[src/rtl/csr_trap_unit_pkg.sv]
// csr_trap_unit_pkg: CSR addresses, mstatus/mie bit positions, trap cause codes and CSR op helper
package csr_trap_unit_pkg;
    localparam logic [11:0] CSR_MSTATUS  = 12'h300;
    localparam logic [11:0] CSR_MIE      = 12'h304;
    localparam logic [11:0] CSR_MTVEC    = 12'h305;
    localparam logic [11:0] CSR_MSCRATCH = 12'h340;
    localparam logic [11:0] CSR_MEPC     = 12'h341;
    localparam logic [11:0] CSR_MCAUSE   = 12'h342;
    localparam logic [11:0] CSR_MTVAL    = 12'h343;
    localparam logic [11:0] CSR_MIP      = 12'h344;
    localparam logic [11:0] CSR_MCYCLE   = 12'hB00;
    localparam logic [11:0] CSR_MINSTRET = 12'hB02;
    localparam logic [11:0] CSR_MCYCLEH  = 12'hB80;
    localparam logic [11:0] CSR_MINSTRETH = 12'hB82;
    localparam logic [11:0] CSR_MHARTID  = 12'hF14;

    localparam int MSTATUS_MIE  = 3;
    localparam int MSTATUS_MPIE = 7;
    localparam int MIE_MTIE     = 7;
    localparam int MIE_MEIE     = 11;

    localparam logic [31:0] CAUSE_INST_MISALIGN  = 32'd0;
    localparam logic [31:0] CAUSE_ILLEGAL        = 32'd2;
    localparam logic [31:0] CAUSE_BREAK          = 32'd3;
    localparam logic [31:0] CAUSE_LOAD_MISALIGN  = 32'd4;
    localparam logic [31:0] CAUSE_STORE_MISALIGN = 32'd6;
    localparam logic [31:0] CAUSE_ECALL          = 32'd11;
    localparam logic [31:0] CAUSE_MTI            = 32'h8000_0007;
    localparam logic [31:0] CAUSE_MEI            = 32'h8000_000B;

    typedef enum logic [1:0] {
        CSR_NONE  = 2'b00,
        CSR_WRITE = 2'b01,
        CSR_SET   = 2'b10,
        CSR_CLEAR = 2'b11
    } csr_op_e;

    function automatic logic [31:0] csr_apply(input csr_op_e op, input logic [31:0] old, input logic [31:0] opnd);
        return op == CSR_WRITE ? opnd : op == CSR_SET ? (old | opnd) : (old & ~opnd);
    endfunction
endpackage

[src/rtl/csr_trap_unit_counter64.sv]
// csr_counter64: 64-bit wrapping counter; a write to either half replaces it and skips that cycle's increment
module csr_counter64 (
    input  logic        clk,
    input  logic        rst_n,
    input  logic        inc,
    input  logic        wr_lo,
    input  logic        wr_hi,
    input  logic [31:0] wdata,
    output logic [63:0] count
);
    logic [63:0] count_d, count_q;

    always_comb begin
        count_d = wr_lo ? {count_q[63:32], wdata} :
                  wr_hi ? {wdata, count_q[31:0]} :
                  count_q + {63'd0, inc};
    end

    always_ff @(posedge clk or negedge rst_n) begin
        if (!rst_n) count_q <= '0;
        else        count_q <= count_d;
    end

    assign count = count_q;
endmodule

[src/rtl/csr_trap_unit.sv]
// csr_trap_unit: machine-mode CSR file and trap sequencer for the multicycle control unit
module csr_trap_unit
    import csr_trap_unit_pkg::*;
#(
    parameter logic [31:0] RESET_MTVEC = 32'h0000_0100,
    parameter logic [31:0] HART_ID     = 32'd0
) (
    input  logic        clk,
    input  logic        rst_n,
    input  logic        inst_read,
    input  logic        illegal_inst,
    input  logic        inst_addr_misalign,
    input  logic        load_addr_misalign,
    input  logic        store_addr_misalign,
    input  logic        env_call,
    input  logic        env_break,
    input  logic        trap_start,
    input  logic        trap_finish,
    input  logic [31:0] pc,
    input  logic [31:0] inst,
    input  logic [31:0] inst_addr,
    input  logic [31:0] data_addr,
    input  logic        csr_write,
    input  logic [31:0] csr_wdata,
    input  logic        instret,
    input  logic        ext_irq,
    input  logic        timer_irq,
    output logic        trap_pending,
    output logic [31:0] trap_cause,
    output logic [31:0] trap_vector,
    output logic [31:0] mepc_out,
    output logic [31:0] csr_rdata
);
    logic        mstatus_mie_d, mstatus_mie_q, mstatus_mpie_d, mstatus_mpie_q;
    logic        mie_meie_d, mie_meie_q, mie_mtie_d, mie_mtie_q;
    logic [31:0] mtvec_d, mtvec_q, mscratch_d, mscratch_q, mepc_d, mepc_q;
    logic [31:0] mcause_d, mcause_q, mtval_d, mtval_q;
    logic [31:0] cause_d, cause_q, epc_d, epc_q, tval_d, tval_q;
    logic [11:0] csr_addr;
    csr_op_e     csr_op;
    logic        csr_we, exc, irq_take;
    logic [31:0] csr_wval, exc_cause, exc_tval, mip;
    logic [63:0] mcycle, minstret;

    assign csr_addr = inst[31:20];
    assign csr_op   = csr_op_e'(inst[13:12]);
    assign csr_we   = csr_write && csr_op != CSR_NONE;
    assign csr_wval = csr_apply(csr_op, csr_rdata, csr_wdata);
    assign mip      = {20'd0, ext_irq, 3'd0, timer_irq, 7'd0};
    assign mepc_out = mepc_q;
    assign trap_vector = (mtvec_q[1:0] == 2'b01 && cause_q[31]) ?
                         {mtvec_q[31:2], 2'b00} + (cause_q << 2) : {mtvec_q[31:2], 2'b00};

    // Exceptions (EXECUTE) and interrupts (FETCH) are mutually exclusive; trap_start masks both
    always_comb begin
        exc = inst_addr_misalign | illegal_inst | env_break | load_addr_misalign | store_addr_misalign | env_call;
        exc_cause = inst_addr_misalign ? CAUSE_INST_MISALIGN :
                    illegal_inst ? CAUSE_ILLEGAL :
                    env_break ? CAUSE_BREAK :
                    load_addr_misalign ? CAUSE_LOAD_MISALIGN :
                    store_addr_misalign ? CAUSE_STORE_MISALIGN : CAUSE_ECALL;
        exc_tval = inst_addr_misalign ? inst_addr :
                   illegal_inst ? inst :
                   env_break ? 32'd0 :
                   (load_addr_misalign | store_addr_misalign) ? data_addr : 32'd0;
        irq_take = inst_read && !exc && mstatus_mie_q && ((mie_meie_q && ext_irq) || (mie_mtie_q && timer_irq));
        trap_pending = (exc || irq_take) && !trap_start;
        trap_cause = exc ? exc_cause : (mie_meie_q && ext_irq) ? CAUSE_MEI : CAUSE_MTI;
    end

    always_comb begin
        csr_rdata = '0;
        case (csr_addr)
            CSR_MSTATUS:   csr_rdata = {24'd0, mstatus_mpie_q, 3'd0, mstatus_mie_q, 3'd0};
            CSR_MIE:       csr_rdata = {20'd0, mie_meie_q, 3'd0, mie_mtie_q, 7'd0};
            CSR_MTVEC:     csr_rdata = mtvec_q;
            CSR_MSCRATCH:  csr_rdata = mscratch_q;
            CSR_MEPC:      csr_rdata = mepc_q;
            CSR_MCAUSE:    csr_rdata = mcause_q;
            CSR_MTVAL:     csr_rdata = mtval_q;
            CSR_MIP:       csr_rdata = mip;
            CSR_MCYCLE:    csr_rdata = mcycle[31:0];
            CSR_MCYCLEH:   csr_rdata = mcycle[63:32];
            CSR_MINSTRET:  csr_rdata = minstret[31:0];
            CSR_MINSTRETH: csr_rdata = minstret[63:32];
            CSR_MHARTID:   csr_rdata = HART_ID;
            default:       csr_rdata = '0;
        endcase
    end

    // CSR writes first, then trap commit / MRET override them; trap_start wins over trap_finish
    always_comb begin
        mstatus_mie_d  = mstatus_mie_q;
        mstatus_mpie_d = mstatus_mpie_q;
        mie_meie_d     = mie_meie_q;
        mie_mtie_d     = mie_mtie_q;
        mtvec_d        = mtvec_q;
        mscratch_d     = mscratch_q;
        mepc_d         = mepc_q;
        mcause_d       = mcause_q;
        mtval_d        = mtval_q;
        cause_d        = trap_pending ? trap_cause : cause_q;
        epc_d          = trap_pending ? pc : epc_q;
        tval_d         = trap_pending ? (exc ? exc_tval : 32'd0) : tval_q;
        if (csr_we) begin
            case (csr_addr)
                CSR_MSTATUS: begin
                    mstatus_mie_d  = csr_wval[MSTATUS_MIE];
                    mstatus_mpie_d = csr_wval[MSTATUS_MPIE];
                end
                CSR_MIE: begin
                    mie_meie_d = csr_wval[MIE_MEIE];
                    mie_mtie_d = csr_wval[MIE_MTIE];
                end
                CSR_MTVEC:    mtvec_d    = {csr_wval[31:2], 1'b0, csr_wval[0]};
                CSR_MSCRATCH: mscratch_d = csr_wval;
                CSR_MEPC:     mepc_d     = {csr_wval[31:2], 2'b00};
                CSR_MCAUSE:   mcause_d   = csr_wval;
                CSR_MTVAL:    mtval_d    = csr_wval;
                default: ;
            endcase
        end
        if (trap_start) begin
            mepc_d         = epc_q;
            mcause_d       = cause_q;
            mtval_d        = tval_q;
            mstatus_mpie_d = mstatus_mie_q;
            mstatus_mie_d  = 1'b0;
        end else if (trap_finish) begin
            mstatus_mie_d  = mstatus_mpie_q;
            mstatus_mpie_d = 1'b1;
        end
    end

    always_ff @(posedge clk or negedge rst_n) begin
        if (!rst_n) begin
            mstatus_mie_q  <= 1'b0;
            mstatus_mpie_q <= 1'b0;
            mie_meie_q     <= 1'b0;
            mie_mtie_q     <= 1'b0;
            mtvec_q        <= RESET_MTVEC;
            mscratch_q     <= '0;
            mepc_q         <= '0;
            mcause_q       <= '0;
            mtval_q        <= '0;
            cause_q        <= '0;
            epc_q          <= '0;
            tval_q         <= '0;
        end else begin
            mstatus_mie_q  <= mstatus_mie_d;
            mstatus_mpie_q <= mstatus_mpie_d;
            mie_meie_q     <= mie_meie_d;
            mie_mtie_q     <= mie_mtie_d;
            mtvec_q        <= mtvec_d;
            mscratch_q     <= mscratch_d;
            mepc_q         <= mepc_d;
            mcause_q       <= mcause_d;
            mtval_q        <= mtval_d;
            cause_q        <= cause_d;
            epc_q          <= epc_d;
            tval_q         <= tval_d;
        end
    end

    csr_counter64 u_mcycle (
        .clk   (clk),
        .rst_n (rst_n),
        .inc   (1'b1),
        .wr_lo (csr_we && csr_addr == CSR_MCYCLE),
        .wr_hi (csr_we && csr_addr == CSR_MCYCLEH),
        .wdata (csr_wval),
        .count (mcycle)
    );

    csr_counter64 u_minstret (
        .clk   (clk),
        .rst_n (rst_n),
        .inc   (instret),
        .wr_lo (csr_we && csr_addr == CSR_MINSTRET),
        .wr_hi (csr_we && csr_addr == CSR_MINSTRETH),
        .wdata (csr_wval),
        .count (minstret)
    );
endmodule

[config.mk]
export PLATFORM = sky130hd
export DESIGN_NAME = csr_trap_unit
export DESIGN_NICKNAME = d
export VERILOG_FILES = /design/src/rtl/csr_trap_unit_pkg.sv /design/src/rtl/csr_trap_unit_counter64.sv /design/src/rtl/csr_trap_unit.sv
export SDC_FILE = /design/constraint.sdc
export NUM_CORES = 1
export LEC_CHECK = 0
export ABC_AREA = 1
export CAP_MARGIN = 15
export CORE_AREA = 2 2 218 220
export DETAILED_ROUTE_END_ITERATION = 6
export DIE_AREA = 0 0 220 222
export GPL_TIMING_DRIVEN = 0
export PLACE_DENSITY = 0.76
export SETUP_SLACK_MARGIN = 0.5
export SLEW_MARGIN = 25
export SYNTH_ARGS = -nofsm -noshare
export SYNTH_HDL_FRONTEND = slang
export SYNTH_HIERARCHICAL = 1
export SYNTH_SLANG_ARGS = --single-unit
[constraint.sdc]
create_clock -name clk -period 2.6 [get_ports clk]
set_clock_uncertainty 0.15 [all_clocks]
set_input_delay 0.26 -clock clk [delete_from_list [all_inputs] [get_ports clk]]
set_output_delay 0.26 -clock clk [all_outputs]
set_load 0.1 [all_outputs]
==> results of run 1 <==
-- per-layer routing --
layer,GRT usage [%],overflow
met3,71.50,44
met2,90.61,100
met1,83.76,37
met5,53.03,2
met4,70.84,59
-- repair_timing --
action / CTS
cloned: 7
setup endpoints to repair: 389
hold buffers: 3
gates resized for setup: 1317
setup buffers: 124
pin swaps: 134
endpoints found under the hold margin: 110
-- kinds of logic after synthesis --
group	share of synthesized area, %
compound gates	10.96
xor+xnor	1.555
fa+ha+maj	0.4740
buf+inv	11.80
flops	35.55
other cells	0.02963
simple gates	39.63
-- stage by stage --
stage	cells	util (%)	instance area, um^2
2_1_floorplan	4032	-	26790
4_1_cts	5127	77.30	35760
3_5_place_dp	4916	65.73	30410
3_3_place_gp	4912	65.47	30290
==> impl.org, run 1 <==
** Synth
- Syn Inst Count :: ~4000
- The synthesized design contains 0 enable-type register cells.
- Ranked by instance count, the synthesized netlist is headed by sky130_fd_sc_hd__nand2_1, sky130_fd_sc_hd__inv_1, sky130_fd_sc_hd__nand3_1, sky130_fd_sc_hd__nor2_1, sky130_fd_sc_hd__dfrtp_1.
- For this run, the register share of the synthesized area comes to between 30% and 40%.
- Yosys warnings :: 6
- Main area contributors after synthesis :: sky130_fd_sc_hd__dfrtp_1, sky130_fd_sc_hd__nand2_1, sky130_fd_sc_hd__nand3_1
- The number of different library cells used by synthesis comes to between 40 and 50.
- Post-synthesis cell area :: approximately 0.025 mm^2
- For this run, asynchronously set or reset flops after synthesis account for 100.0%.
- Summed over all instances, the cell type with the most area after synthesis is sky130_fd_sc_hd__dfrtp_1.
- Most frequently used cell type in the post-synthesis netlist :: sky130_fd_sc_hd__nand2_1
- Count of state elements after synthesis :: between 300 and 400
- For this run, the leading register cell type out of synthesis is sky130_fd_sc_hd__dfrtp_1.
- Mean instance size in the synthesized netlist :: approximately 6.3 um^2
- Proportion of netlist area held by the largest area contributor :: between 30% and 40%

** Floorplan
- Die span in y :: ~220 um
- For this configuration, the core starts out at a cell density of between 50% and 60%.
- The die is between 200 and 250 um wide.
- Io pins :: approximately 300
- The initialized floorplan defines slightly below 80 standard-cell rows.

** Clock tree
- Total clock sinks :: between 300 and 400
- In this run the clock root is driven by a sky130_fd_sc_hd__clkbuf_16.
- The number of clock buffers added by TritonCTS is between 40 and 50.
- H-Tree Depth :: 2
- CTS Buffer Depth :: 3

** Run status
- Outcome :: aborted with a tool error
- Stage reached :: global routing
- The first error in the log reads "[ERROR GRT-0232] Routing congestion too high. Check the congestion heatmap in the GUI".

** Placed design
- Quantity of I/O buffers inserted on ports :: ~270
- HPWL after detailed placement :: 93930 um
- At the end of routability-driven placement, the weighted congestion stood at between 1 and 1.5.
- Timing analysis after detailed placement gives a worst setup slack of -1.461 ns.

** GRT
- For this run the aggregate overflow at the end of global routing stands at 242.
- Entering global routing, the biggest net connects 88 pins.
- GRT Total Usage :: between 80% and 90%
==> inputs of run 2 (changes only) <==
- CORE_AREA: 2 2 218 220 -> 2 2 255 257
- DIE_AREA: 0 0 220 222 -> 0 0 257 259
- PLACE_DENSITY: 0.76 -> unset
- PLACE_DENSITY_LB_ADDON: unset -> 0.15
- SETUP_SLACK_MARGIN: 0.5 -> unset
==> impl.org, run 2 <==
** Run status
- The flow ran to the end, but the final reports show violations.
- Failing checks :: negative setup slack

** Worst setup path
- On the worst path, the slowest cell contributes a delay of approximately 0.40 ns.
- Top cell by count, worst path :: sky130_fd_sc_hd__buf_12
- Setup crit start kind :: flop
- In this run the worst path has a maximum fanout of 4.
- Critical path data required time :: 2.19 ns
- The critical path goes through buf_4, ha_1, nand3_1, nand2_2, a21oi_2, or2_4, nor2_4, nand3_4, buf_12, xor2_4, buf_12.
- STA classifies the critical path endpoint as an output port.
- By startpoint and endpoint, the worst setup path is classified as reg -> out.
- Among cell families on the critical path, the largest total delay comes from simple AND/OR/NAND/NOR gates.
- The slowest stage of the critical path is the sky130_fd_sc_hd__dfrtp_1 cell.
- Worst reg2reg startpoint :: u_mcycle/count[26]$_DFFE_PN0P_
- Crit. Startpoint :: mtvec_q[3]$_DFFE_PN0P_
- The number of buffers and inverters on the critical path is 3.
- STA puts the critical path data arrival time at approximately 2.8 ns.
- The worst register-to-register path has a setup slack of about 0.070 ns.

** Power
- Power consumption :: 0.01666 W
- IR analysis of the VDD net gives a maximum drop of 0.0005523 V.
- Pwr dens :: approximately 500 mW/mm^2
- Net switching power :: 0.005667 W
- Sw frac :: about 34%
- The share of total power dissipated in the clock network is 41.1%.
- Static power due to leakage :: approximately 17 nW
- The internal portion of the total power is 0.01099 W.
- Proportion of power drawn by flip-flops and latches :: between 30% and 40%
- Combinational Power Share :: roughly a fifth

** GRT
- Entering global routing, the biggest net connects 89 pins.
- The first global-routing pass estimated 188400 um of wire.
- The number of global-route vias before repair was 27670.
- For this run, the total global-route usage over all layers was measured as roughly two fifths.
- Antenna violations before repair :: 6
- For this run the aggregate overflow at the end of global routing stands at 0.

** Synth
- By count the netlist is led by sky130_fd_sc_hd__nand2_1, sky130_fd_sc_hd__inv_1, sky130_fd_sc_hd__nand3_1, sky130_fd_sc_hd__nor2_1, sky130_fd_sc_hd__dfrtp_1.
- The number of register bits inferred by synthesis is 360 (unchanged).
- Post-synthesis cell area :: 0.02534 mm^2 (unchanged)
- The total number of yosys warnings is 6 (unchanged).
- Top flip-flop cell by instance count after synthesis :: sky130_fd_sc_hd__dfrtp_1
- The post-synthesis async set-or-reset flop share is 100.0% (unchanged).
- The fraction of synthesized cell area taken by the top area cell type was 35.45% (unchanged).
- The sequential share of the synthesized area is 35.55% (unchanged).
- By area the synthesized netlist is led by sky130_fd_sc_hd__dfrtp_1, sky130_fd_sc_hd__nand2_1, sky130_fd_sc_hd__nand3_1.
- Number of flops mapped to enable cells by yosys :: 0 (unchanged)
- Syn Inst Count :: 4004 (unchanged)
- Summed over all instances, the cell type with the most area after synthesis is sky130_fd_sc_hd__dfrtp_1.
- The most common cell in the synthesized netlist is sky130_fd_sc_hd__nand2_1.
- The average size of a mapped cell was 6.329 um^2 (unchanged).
- The count of unique library cells instantiated by Yosys was 45 (unchanged).

** STA
- The worst path uses 123.3% of the clock period.
- On the final layout, the worst hold slack is 0.02169 ns.
- Final Max Tran Viols :: 0
- For the pin with the worst max-slew slack, the measured transition is 1.052 ns.
- Post-route worst setup slack :: -0.6051 ns
- Final total negative setup slack :: -11.32 ns
- The number of hold violations in the final report came to 0.
- Subtracting the final worst setup slack from the clock period gives roughly 3.2 ns.
- Headroom to the max-slew limit came out at between 30% and 40%.
- Setup violations remaining at the end of the flow were counted as 34.
- Peak clock frequency supported by timing :: about 310 MHz
- RSZ-0062 raised after global routing :: yes

** Finish
- Ratio of cells with drive above 1 in the final layout :: around 14%
- Leading cell type in the layout, fill and taps excluded :: sky130_fd_sc_hd__nand2_1
- Leading cell types in the layout, fill and taps excluded :: sky130_fd_sc_hd__nand2_1, sky130_fd_sc_hd__inv_1, sky130_fd_sc_hd__nand3_1
- Area Overhead vs Synth :: 31.75%
- Final net count :: roughly 4600
- Fillers :: 6481

** Clock tree
- TritonCTS built the clock tree.
- Total clock sinks :: 360 (unchanged)
- The root buffer cell chosen for the clock tree is sky130_fd_sc_hd__clkbuf_16.
- CTS Buffer Depth :: 3 (unchanged)
- H-Tree Depth :: 2 (unchanged)
- Insertion delay of the later-clocked pin in the worst-skew pair :: between 0.6 and 0.7 ns
- Clk pin slew, worst setup/hold paths :: approximately 0.060 ns
- CTS Buf Count :: 44 (+2.3%)

** Worst hold path
- The tightest min-delay check is of the in -> async type.

** Drt
- Met2 wire length :: around 56000 um
- Number of nets still failing antenna checks after routing :: 0
- Via count :: approximately 30000
- For this block, the routed nets add up to roughly 130000 um of wire.
- Detailed routing placed a total of between 15000 and 20000 um of wire on met3.
- Via count normalized by instance count :: between 5 and 6
- Number of DRC violations after detailed routing :: 0
- Average wire per standard cell :: between 20 and 30 um
- The highest metal layer carrying signal wires in the routed design is met5.
- Iteration count of the initial detailed-routing pass :: 7
- In this run, the number of DRC markers left after iteration 0 of detailed routing was between 4000 and 5000.
- For this block, wires on met1 add up to around 52000 um.

** Floorplan
- The number of rows in the core area is 93 (+18%).
- Io pins :: 304 (unchanged)
- Initial standard-cell utilization of the core :: 39.67% (-15 points)
- The core region is 0.06388 mm^2.
- Die area :: about 0.067 mm^2
- Die span in x :: 257 um (+17%)
- Die span in y :: 259 um (+17%)

** Placed design
- The placer congestion estimate was 1.061 (-3.8%).
- HPWL after detailed placement :: 101500 um (+8.0%)
- Quantity of I/O buffers inserted on ports :: 273 (unchanged)

** Run
- Max-cap violations in this run came to 0.
run 2: cell counts after synthesis:
Identical to the previous run, type by type.
run 2: power groups by stage:
stage	Combinational (W)	Sequential (W)	Clock (W)
6_report	0.00333	0.00648	0.00685
5_1_grt	0.00351	0.00650	0.00707
4_1_cts	0.00322	0.00644	0.00685
3_5_place_dp	0.00316	0.00654	0
3_3_place_gp	0.00312	0.00655	0
2_1_floorplan	0.00152	0.00676	0
run 2: layout make-up:
class	instances	area [um^2]	area share, %
multi-input cells	2949	14740	44.15
flip-flops and latches	360	9010	26.99
repair buffers	344	3765	11.28
inverters	517	1963	5.880
plain buffers	203	1271	3.808
clock buffers	58	1244	3.725
well taps	855	1070	3.204
clock inverters	22	322.8	0.9669
diodes	1	2.502	0.007495
run 2: metrics by stage:
stage / cell area, um^2 / utilization, % / setup WS, ns / std cells
final: 33390 / 52.26 / -0.6051 / 5309
after CTS: 32670 / 51.14 / -0.6447 / 5284
after global routing: 33390 / 52.26 / -0.7013 / 5309
after floorplan: 26140 / - / -0.2273 / 4032
after detailed placement: 30050 / 47.05 / -1.755 / 5164
after global placement: 29940 / 46.87 / -16.07 / 5160
run 2: what timing repair did:
action                                  CTS  global route
buffers inserted                         40            24
hold buffers                              2             0
endpoints found under the setup margin  335           158
hold endpoints to repair                124             0
resized for setup                       685           146
pin swaps                                46            32
cloned                                    1             0
run 2: cell families (layout without fill, tap and decap cells):
kind of cell	Yosys count	in the layout	synth area share, %
other	2	31	0.02963
and+or+nand+nor	2368	2368	39.63
xor gates and xnor gates	45	45	1.555
adders and majority gates	9	9	0.4740
buffers and inverters	723	1144	11.80
AOI/OAI and AO/OA	497	497	10.96
DFF	360	360	35.55
run 2: routing by layer:
metal / vias to the layer above / global-route usage, %
met5: - / 0
met4: 4 / 20.95
met3: 388 / 9.149
met2: 1841 / 57.74
met1: 14240 / 52.08
li1: 13480 / -
run 2: worst paths after layout:
| path | end | cells after the start |
|---|---|---|
| worst min-delay path | mtvec_q[26]$_DFFE_PN0P_ | 2 |
| worst max-delay path | trap_vector[23] | 11 |
| worst min register to register | mcause_q[21]$_DFFE_PN0P_ | 2 |
| max in group asynchronous | u_mcycle/count[13]$_DFFE_PN0P_ | 4 |
| worst max register to register | u_mcycle/count[58]$_DFFE_PN0N_ | 10 |
| min in group clk | tval_q[12]$_DFFE_PN0P_ | 5 |
No activity file was read; power rests on OpenSTA's default activity.
